File: config.mk
export PLATFORM = sky130hd
export DESIGN_NAME = uart_tx_serializer
export DESIGN_NICKNAME = d
export VERILOG_FILES = /design/src/rtl/uart_tx_serializer.sv
export SDC_FILE = /design/constraint.sdc
export NUM_CORES = 1
export LEC_CHECK = 0
export ABC_AREA = 1
export BUFFER_PORTS_ARGS = -buffer_cell sky130_fd_sc_hd__buf_2
export CORE_UTILIZATION = 40
export CTS_CLUSTER_DIAMETER = 80
export DETAILED_ROUTE_END_ITERATION = 16
export SLEW_MARGIN = 20
export SYNTH_ARGS = -nofsm -noshare
export SYNTH_HDL_FRONTEND = slang
export SYNTH_SLANG_ARGS = --single-unit
File: constraint.sdc
create_clock -name clk -period 3.2 [get_ports clk]
set_input_delay 0.64 -clock clk [delete_from_list [all_inputs] [get_ports clk]]
set_output_delay 0.64 -clock clk [all_outputs]
set_load 0.005 [all_outputs]
File: src/rtl/uart_tx_serializer.sv
// ---------------------------------------------------------------------------
// uart_tx_serializer
//
// UART transmit serializer. Takes a parallel byte on a one-cycle start
// strobe and shifts out a frame on `tx`: one start bit (low), DBIT data
// bits LSB first, then a stop bit (high). Bit timing advances only on
// cycles where the 16x-baud enable `s_tick` is high; `s_tick` is never
// used as a clock.
//
// Parameters:
//   DBIT    - data bits per frame (5..8)
//   SB_TICK - stop-bit length in s_tick units (16 = 1, 24 = 1.5, 32 = 2)
//   OS_TICK - s_tick pulses per start bit and per data bit
//
// Ports:
//   clk          in  system clock, rising-edge active
//   reset        in  asynchronous active-high reset
//   s_tick       in  16x-baud enable pulse
//   tx_start     in  one-cycle request to send din
//   din          in  byte to send; bits [DBIT-1:0] are used
//   tx           out serial line, idles high, registered
//   tx_busy      out high from frame acceptance until return to IDLE
//   tx_done_tick out one-cycle pulse when the stop bit completes
// ---------------------------------------------------------------------------
module uart_tx_serializer #(
  parameter int DBIT    = 8,
  parameter int SB_TICK = 16,
  parameter int OS_TICK = 16
) (
  input  logic       clk,
  input  logic       reset,
  input  logic       s_tick,
  input  logic       tx_start,
  input  logic [7:0] din,
  output logic       tx,
  output logic       tx_busy,
  output logic       tx_done_tick
);

  // The tick counter must hold the larger of the per-bit and stop-bit
  // terminal counts; with the defaults this is 4 bits.
  localparam int TICK_MAX = (SB_TICK > OS_TICK) ? SB_TICK : OS_TICK;
  localparam int TW       = (TICK_MAX > 1) ? $clog2(TICK_MAX) : 1;

  localparam logic [TW-1:0] OS_LAST  = TW'(OS_TICK - 1);
  localparam logic [TW-1:0] SB_LAST  = TW'(SB_TICK - 1);
  localparam logic [2:0]    BIT_LAST = 3'(DBIT - 1);

  typedef enum logic [1:0] {
    IDLE,
    START,
    DATA,
    STOP
  } state_t;

  state_t          state;
  logic [TW-1:0]   tick_cnt;
  logic [2:0]      bit_cnt;
  logic [DBIT-1:0] shreg;

  // NOTE: tx is assigned explicitly on every transition, to the value the
  // line must carry in the new state, so it comes straight off a flop and
  // can never glitch on decode logic.
  always_ff @(posedge clk or posedge reset) begin
    if (reset) begin
      state        <= IDLE;
      tick_cnt     <= '0;
      bit_cnt      <= '0;
      shreg        <= '0;
      tx           <= 1'b1;
      tx_busy      <= 1'b0;
      tx_done_tick <= 1'b0;
    end else begin
      // NOTE: non-blocking assignments throughout; the default below is
      // overridden later in the same block only on the completion edge,
      // which gives a single-cycle pulse without any extra logic.
      tx_done_tick <= 1'b0;

      case (state)
        IDLE: begin
          tx <= 1'b1;
          // A tick coincident with acceptance is deliberately not counted:
          // the counter is cleared here instead of advanced.
          if (tx_start) begin
            shreg    <= din[DBIT-1:0];
            tick_cnt <= '0;
            tx_busy  <= 1'b1;
            tx       <= 1'b0;
            state    <= START;
          end
        end

        START: begin
          if (s_tick) begin
            if (tick_cnt == OS_LAST) begin
              tick_cnt <= '0;
              bit_cnt  <= '0;
              tx       <= shreg[0];
              state    <= DATA;
            end else begin
              tick_cnt <= tick_cnt + 1'b1;
            end
          end
        end

        DATA: begin
          if (s_tick) begin
            if (tick_cnt == OS_LAST) begin
              tick_cnt <= '0;
              shreg    <= shreg >> 1;
              if (bit_cnt == BIT_LAST) begin
                tx    <= 1'b1;
                state <= STOP;
              end else begin
                // Next data bit is the one about to land in shreg[0].
                bit_cnt <= bit_cnt + 3'd1;
                tx      <= shreg[1];
              end
            end else begin
              tick_cnt <= tick_cnt + 1'b1;
            end
          end
        end

        STOP: begin
          tx <= 1'b1;
          if (s_tick) begin
            if (tick_cnt == SB_LAST) begin
              tick_cnt     <= '0;
              tx_busy      <= 1'b0;
              tx_done_tick <= 1'b1;
              state        <= IDLE;
            end else begin
              tick_cnt <= tick_cnt + 1'b1;
            end
          end
        end

        default: begin
          tx      <= 1'b1;
          tx_busy <= 1'b0;
          state   <= IDLE;
        end
      endcase
    end
  end

endmodule
==> results.txt, run 1 <==
- The die covers about 3300 um2.
* Count of port buffers added during placement: 14
* Antenna diodes: 0
- The critical path in this run is classified as reg -> reg.
- Synth Area in Compound Gates: 4.299%
- The worst setup path is captured at a flop.
* Worst-Skew Late Latency: 0.30 ns
- The synthesized design devotes to its leading area cell type about two fifths of total area.
- Global routing used 17.60% of the available tracks across all layers.
- Cell seen most often among critical-path stages: nand2_1
* Final clock period utilization by the worst path: 57.40%
- Post-synthesis mux area share: 0%
- The initialized floorplan defines 19 standard-cell rows.
- Hold buffer count at cts: 0
* Largest family of logic cells by synthesized area: simple AND/OR/NAND/NOR gates
- Worst-Margin Slew: 0.7655 ns
- The floorplan step defined a core boundary enclosing 2829 um2.
- The number of pins exceeding their max-slew limit in the final report came to 0.
- Unrepaired setup endpoints after global routing: false
- In this run the worst hold path is classified as in -> async.
* Syn avg cell area: 7.938 um2
* Die X-Extent: 57.28 um
- Grt total ovfl: 0
- After detailed placement, the design holds a cell count of 198.
- Adding up every negative setup slack in the final design gives 0 ns.
* Hold WS: 0.4498 ns
* Effective utilization at floorplan: 43.21%
* Fin nets: 192
- The slowest stage of the critical path belongs to the cell ha_1.
* Number of non-filler instances in the completed layout: between 200 and 250
- Reported leakage power: 0.7318 nW
- Number of routed nets with antenna violations: 0
- Initial antenna violation count: 0
* Count of endpoints failing setup in the final report: 0
* Clock tree from TritonCTS: built
* Fin Clk Skew: 0.006291 ns
- The number of nets handed over by synthesis was 174.
* Post-Layout Inst Area: 1356 um2
* Max FO, Critical Path: 14
- The final hold violation count came to 0.
* Sequential-to-total area share from yosys stat: 41.04%
- By area the synthesized netlist is led by dfrtp_1, nand2_1, ha_1.
* Placement-stage cell area: roughly 1300 um2
- Critical Path AT: 2.04 ns
* Layout overhead on the synthesized area: 10.95%
* Max-cap viol count: 0
- Area of the mapped netlist: 1222 um2
* Via count of the first global-routing pass: 940
- Adder and majority cell fraction of the synthesized area: 8.188%
- Ports: 15
- Clk sink count: 20
- The number of clock buffers added by TritonCTS is 3.
- Vias per cell: 5.045
* Kind of start point of the critical path: flop
- Summing the areas of all and, or, nand and nor instances in the mapped netlist gives about 41% of the synthesized area.
- Measured along the y axis, the die boundary spans 57.28 um.
* DR WL/cell: 11.56 um
- In this run the number of H-tree levels came out at 1.
- The largest single stage delay on the critical path is roughly 0.56 ns.
- Synth Area in XOR/XNOR: 0%
- After the first detailed-routing iteration, the DRC count stood at 41.
* Power density relative to cell area: 862.2 nW/um2
- Synthesis instantiated 24 different standard cells from the library.
* Clk Tree Root Cell: clkbuf_4
* Last weighted congestion value of the routability-driven placer: 0.8774
- For this run, the top clock speed supported by timing is 0.5444 GHz.
* Dpl hpwl: around 1.8 mm
- Counting every instance in the synthesized netlist gives 154.
- Via count: 1019
* Violated checks: DRC
* Final standard cell utilization of the core: 47.94%
- The worst pin sits at a relative slew slack of 48.91%.
* Run status: complete, but fails checks
- Largest net degree at the start of global routing: 21
- Before antenna repair, the detailed router went through 10 iterations.
- Data on the critical path is required at its endpoint by approximately 3.4 ns.
- During synthesis, Yosys emitted a total of 0 warnings.
- The biggest area contributor in the post-synthesis netlist is dfrtp_1.
* Fraction of final layout cells with drive strength greater than 1: between 20% and 30%
* Ordered list of cells on the worst path: inv_1, ha_1, o21a_2, nand3_4, nand2_1, nand2_1
* Post-CTS setup-driven buffer insertion count: 0
- Post-CTS clock slew at the launch and capture registers of the worst setup and hold paths: about 0.11 ns
* Number of buffers on the longest clock path: 2
* # DRC: 2
- First-pass GRT wire length: 4.491 mm
- Final wirelength: 2.335 mm
- Peak supply drop: 0.3749 mV
- Gates resized during post-CTS repair numbered 0.
- Min cycle time layout: 1.837 ns
* Post-synthesis sequential element count: 20
==> metrics by stage <==
| stage | power [mW] | worst slack, ns |
|---|---|---|
| final | 1.169 | 1.363 |
| after global routing | 1.301 | 1.212 |
| after CTS | 1.177 | 1.356 |
| after detailed placement | 1.029 | 1.365 |
| after global placement | 1.013 | 1.453 |
| after floorplan | 0.9040 | 1.811 |
==> synth_stat cells <==
| cell | instances |
|---|---|
| inv_4 | 1 |
| or2_1 | 1 |
| nand4_1 | 11 |
| a21oi_1 | 3 |
| nand2_2 | 3 |
| nand3_4 | 2 |
| dfstp_2 | 1 |
| inv_1 | 12 |
| inv_2 | 2 |
| nand2_1 | 61 |
| nor3_1 | 2 |
| nand3_1 | 10 |
| buf_6 | 1 |
| nand3_2 | 1 |
| nand2_4 | 3 |
| o21ai_2 | 1 |
| nor2_2 | 1 |
| nor2_1 | 5 |
| ha_1 | 8 |
| o21a_2 | 1 |
| nor2_4 | 1 |
| o21ai_1 | 2 |
| o21ai_0 | 2 |
| dfrtp_1 | 19 |
==> worst paths after layout <==
check | from | to | slack, ns | cells after the start
worst min register to register | shreg[3] | shreg[3] | 0.48 | 2
worst min-delay path | reset | bit_cnt[2] | 0.45 | 2
max in group asynchronous | reset | tick_cnt[0] | 2.26 | 2
worst max register to register | state[0] | shreg[7] | 1.36 | 6
worst max-delay path | state[0] | shreg[7] | 1.36 | 6
min in group clk | shreg[3] | shreg[3] | 0.48 | 2
==> worst max-delay path: cells and delay by family (launching register included) <==
family | cells | cell delay (ns)
compound gates | 1 | 0.34
fa+ha+maj | 1 | 0.56
buf+inv | 1 | 0.12
flops | 1 | 0.43
simple gates | 3 | 0.28
==> layer usage <==
metal  GRT usage (%)  vias to the layer above  part of all wire [%]
met5               0                        -                     0
li1                -                      536                     -
met3           4.762                        2                   5.4
met2           24.71                       25                    43
met1           26.89                      456                    51
met4           4.181                        0                  0.81
==> registers in the layout, indices dropped and copies added (netlist names) <==
name and cells:
state 2, tx 1, tick_cnt 4, shreg 8, tx_done_tick 1, bit_cnt 3
tx_busy 1
==> where the power goes <==
| group | internal [mW] | total, mW | switching, mW |
|---|---|---|---|
| registers | 0.346 | 0.410 | 0.0637 |
| logic | 0.216 | 0.614 | 0.399 |
| clock network | 0.0695 | 0.145 | 0.0759 |
| total | 0.631 | 1.17 | 0.538 |
==> layout by cell type, fill, tap and decap left out, drive strengths merged <==
cell type / netlist / routed
nor3: 2 / 2
nand4: 11 / 11
nor2: 7 / 7
clkbuf: 0 / 4
inv: 15 / 15
buf: 1 / 14
dfrtp: 19 / 19
or2: 1 / 1
nand2: 67 / 67
dfstp: 1 / 1
ha: 8 / 8
o21a: 1 / 1
nand3: 13 / 13
a21oi: 3 / 3
o21ai: 5 / 5
==> logic make-up after synthesis <==
logic type	count (synthesis)
simple gates	101
flops	20
buf+inv	16
compound gates	9
fa+ha+maj	8
==> area by class of cell <==
cell class	count	area [um2]
multi-input cells	118	650.6
flip-flops and latches	20	501.7
clock buffers	4	36.28
repair buffers	14	70.07
inverters	15	58.81
well taps	31	38.79
fillers	289	1473
No activity file was read; power rests on OpenSTA's default activity.
==> inputs of run 2 (changes only) <==
==> constraint.sdc (replaced) <==
create_clock -name clk -period 1.7 [get_ports clk]
set_input_delay 0.34 -clock clk [delete_from_list [all_inputs] [get_ports clk]]
set_output_delay 0.34 -clock clk [all_outputs]
set_load 0.005 [all_outputs]
==> run 2 against run 1 <==
Compared with the run above: hold slack worse by 0.42 ns; largest cell class unchanged; setup slack worse by 1.3 ns; first-iteration DRC count fell by 27%; sequential share of layout area decreased by 0.47 points; critical path depth rose by 1; count of clock-buffer cells in the layout unchanged; cell area is 1.3% higher; flip-flop and latch count did not move; the flow still finishes with violations (DRC); largest power group unchanged; register-to-register slack worse by 1.3 ns.
==> results.txt, run 2 (synthesis results as in run 1) <==
- The number of global-route vias before repair is 989 (+5.2%).
- The final core utilization came to 48.56% (+0.62 points).
* Cell seen most often among critical-path stages: nand2_1
- The mean routed wirelength per cell came to 12.39 um (+7.2%).
* Buffer and inverter count on the worst path: 1 (unchanged)
- Max-cap viol count: 0 (unchanged)
* Reported leakage power: 0.7401 nW (+1.1%)
* Number of clock buffers inserted by TritonCTS: 3 (unchanged)
- Kind of start point of the critical path: flop
- Last weighted congestion value of the routability-driven placer: 0.8587 (-2.1%)
- The number of diodes added for antenna fixing was 0 (unchanged).
* Initial DRC Count: 30 (-27%)
* Maximum clock frequency: 0.6274 GHz (+15%)
- The number of rows in the core area was 19 (unchanged).
* Effective utilization at floorplan: 43.21% (unchanged)
- The later-pin clock latency in the skew report was 0.31 ns (about the same).
- Fraction of final layout cells with drive strength greater than 1: 21.97% (+1.5 points)
* Final Slew Violations: 0 (unchanged)
* H-tree depth: 1 (unchanged)
- Count of endpoints failing setup in the final report: 0 (unchanged)
* Post-CTS setup-driven buffer insertion count: 0 (unchanged)
- The clock slew at the register clock pins of the worst setup and hold paths was 0.11 ns (about the same).
- The leftover overflow at the end of global routing came to 0 (unchanged).
- Power density relative to cell area: 1639 nW/um2 (+90%)
- Vertical die dimension: 57.28 um (unchanged)
- The total power was 2.251 mW (+92%).
- The switching component of the power is 1.043 mW (+94%).
- Dpl hpwl: 1.912 mm (+6.1%)
- Max reg flops: 8 (unchanged)
* Internal cell power: 1.208 mW (+91%)
* Path class of the lowest-slack min-delay path: in -> async
- Grouping stages by cell kind, the critical path spends the most delay in simple AND/OR/NAND/NOR gates.
- The number of antenna violations at the first check in global routing is 0 (unchanged).
- # DRC: 2 (unchanged)
- The wire length of the first global-routing pass was 4.298 mm (-4.3%).
* Number of gates resized after cts: 0 (unchanged)
* Count of port buffers added during placement: 14 (unchanged)
- Setup repair after global routing left no endpoint under its margin.
- Placeable core area: 2829 um2 (unchanged)
- Leaving out fill and tap cells, the most frequent cell in the layout is nand2_1.
- The minimum period implied by the final worst setup slack was 1.594 ns (-0.2429 ns).
- The critical path required time is 1.91 ns (-1.49 ns).
- STA classifies the critical path endpoint as a flop.
- Relative slew slack: 81.08% (+32 points)
- Fin Clk Skew: 0.002397 ns (-0.003894 ns)
* Clk sink count: 20 (unchanged)
- The share of total power in combinational logic was 53.1% (+0.6 points).
- The largest registers in the layout are shreg (8), tick_cnt (4), bit_cnt (3).
- Final clock period utilization by the worst path: 93.76% (+36 points)
- The flow ran to the end, but the final reports show violations.
- Clock tree from TritonCTS: built
- Worst path slowest cell: dfrtp_1
- Ordered list of cells on the worst path: inv_1, ha_1, nand2_2, o21a_2, nand3_4, nand2_1, nand2_1
- The area growth from synthesis to layout is 12.39%.
- Setup TNS: 0 ns (unchanged)
- The worst setup path is of the reg -> reg kind.
* Ports: 15 (unchanged)
- Peak supply drop: 0.6331 mV (+69%)
- Slowest stage delay, CP: 0.41 ns (-0.15 ns)
* Hold buffer count at cts: 0 (unchanged)
* Max FO, Critical Path: 8 (-6)
* Part of the total power dissipated in sequential elements: 34.3% (-0.7 points)
- The top cell types in the final layout, fill and taps aside, are nand2_1, dfrtp_1, buf_2.
- Worst-Margin Slew: 0.2838 ns (-0.4817 ns)
- Clk network pwr share: 12.6% (+0.2 points)
- Number of buffers on the longest clock path: 2 (unchanged)
* Area of the die: 3281 um2 (unchanged)
- Final wirelength: 2.528 mm (+8.3%)
* Critical Path AT: 1.81 ns (-0.23 ns)
- The global-route total usage across every layer is 17.00% (-0.60 points).
- Violated checks: DRC
- Die X-Extent: 57.28 um (unchanged)
- The tree is rooted in a clkbuf_4.
- Via count: 1054 (+3.4%)
- Sw Share: 46.35% (+0.34 points)
- The total iterations of the first detailed-routing run was 10 (unchanged).
- Final hold viol count: 0 (unchanged)
* Register name with the most flops: shreg
* Number of routed nets with antenna violations: 0 (unchanged)
* Fin nets: 194 (+1.0%)
- Largest net degree at the start of global routing: 21 (unchanged)
- The vias per cell came to 5.167 (+2.4%).
-- run 2: path summary, 6_finish.rpt --
| check | startpoint | to | slack [ns] | cells past startpoint |
|---|---|---|---|---|
| max reg2reg | state[0] | shreg[6] | 0.11 | 7 |
| min reg2reg | shreg[4] | shreg[4] | 0.48 | 2 |
| max in group asynchronous | reset | tx | 1.41 | 3 |
| min in group clk | din[7] | shreg[7] | 0.29 | 3 |
| max | state[0] | shreg[6] | 0.11 | 7 |
| min | reset | bit_cnt[1] | 0.03 | 3 |
-- run 2: area by class of cell --
cell class | count | area (um2)
clock buffers | 4 | 36.28
fillers | 275 | 1455
inverters | 15 | 58.81
multi-input cells | 118 | 653.1
flip-flops and latches | 20 | 501.7
well taps | 31 | 38.79
repair buffers | 16 | 85.08
-- run 2: stage by stage --
stage          setup WS (ns)  area [um2]  instances  hold slack [ns]
2_1_floorplan         0.3113        1222        154           0.3031
3_3_place_gp          0.1804        1335        200           0.3803
3_5_place_dp          0.1242        1335        200           0.3814
4_1_cts              0.09903        1371        204          0.03967
5_1_grt              0.01182        1374        204          0.03877
6_report              0.1061        1374        204          0.02642
-- run 2: tightest hold or removal path, stage by stage --
cell and delay, ns:
buf_2 0.09, inv_1 0.04, buf_4 0.26
-- run 2: power groups by stage --
stage	combinational [mW]	sequential [mW]	clock [mW]
floorplan	0.948	0.753	0
global placement	1.15	0.775	0
detailed placement	1.18	0.779	0
CTS	1.19	0.769	0.291
global route	1.36	0.789	0.313
finish	1.20	0.771	0.284
-- run 2: routing by layer --
layer	up-vias	routed length [um]	global-route usage (%)
li1	539	-	-
met1	487	1248	23.71
met2	26	1164	27.23
met3	2	98	4.082
met4	0	17	3.136
met5	-	0	0
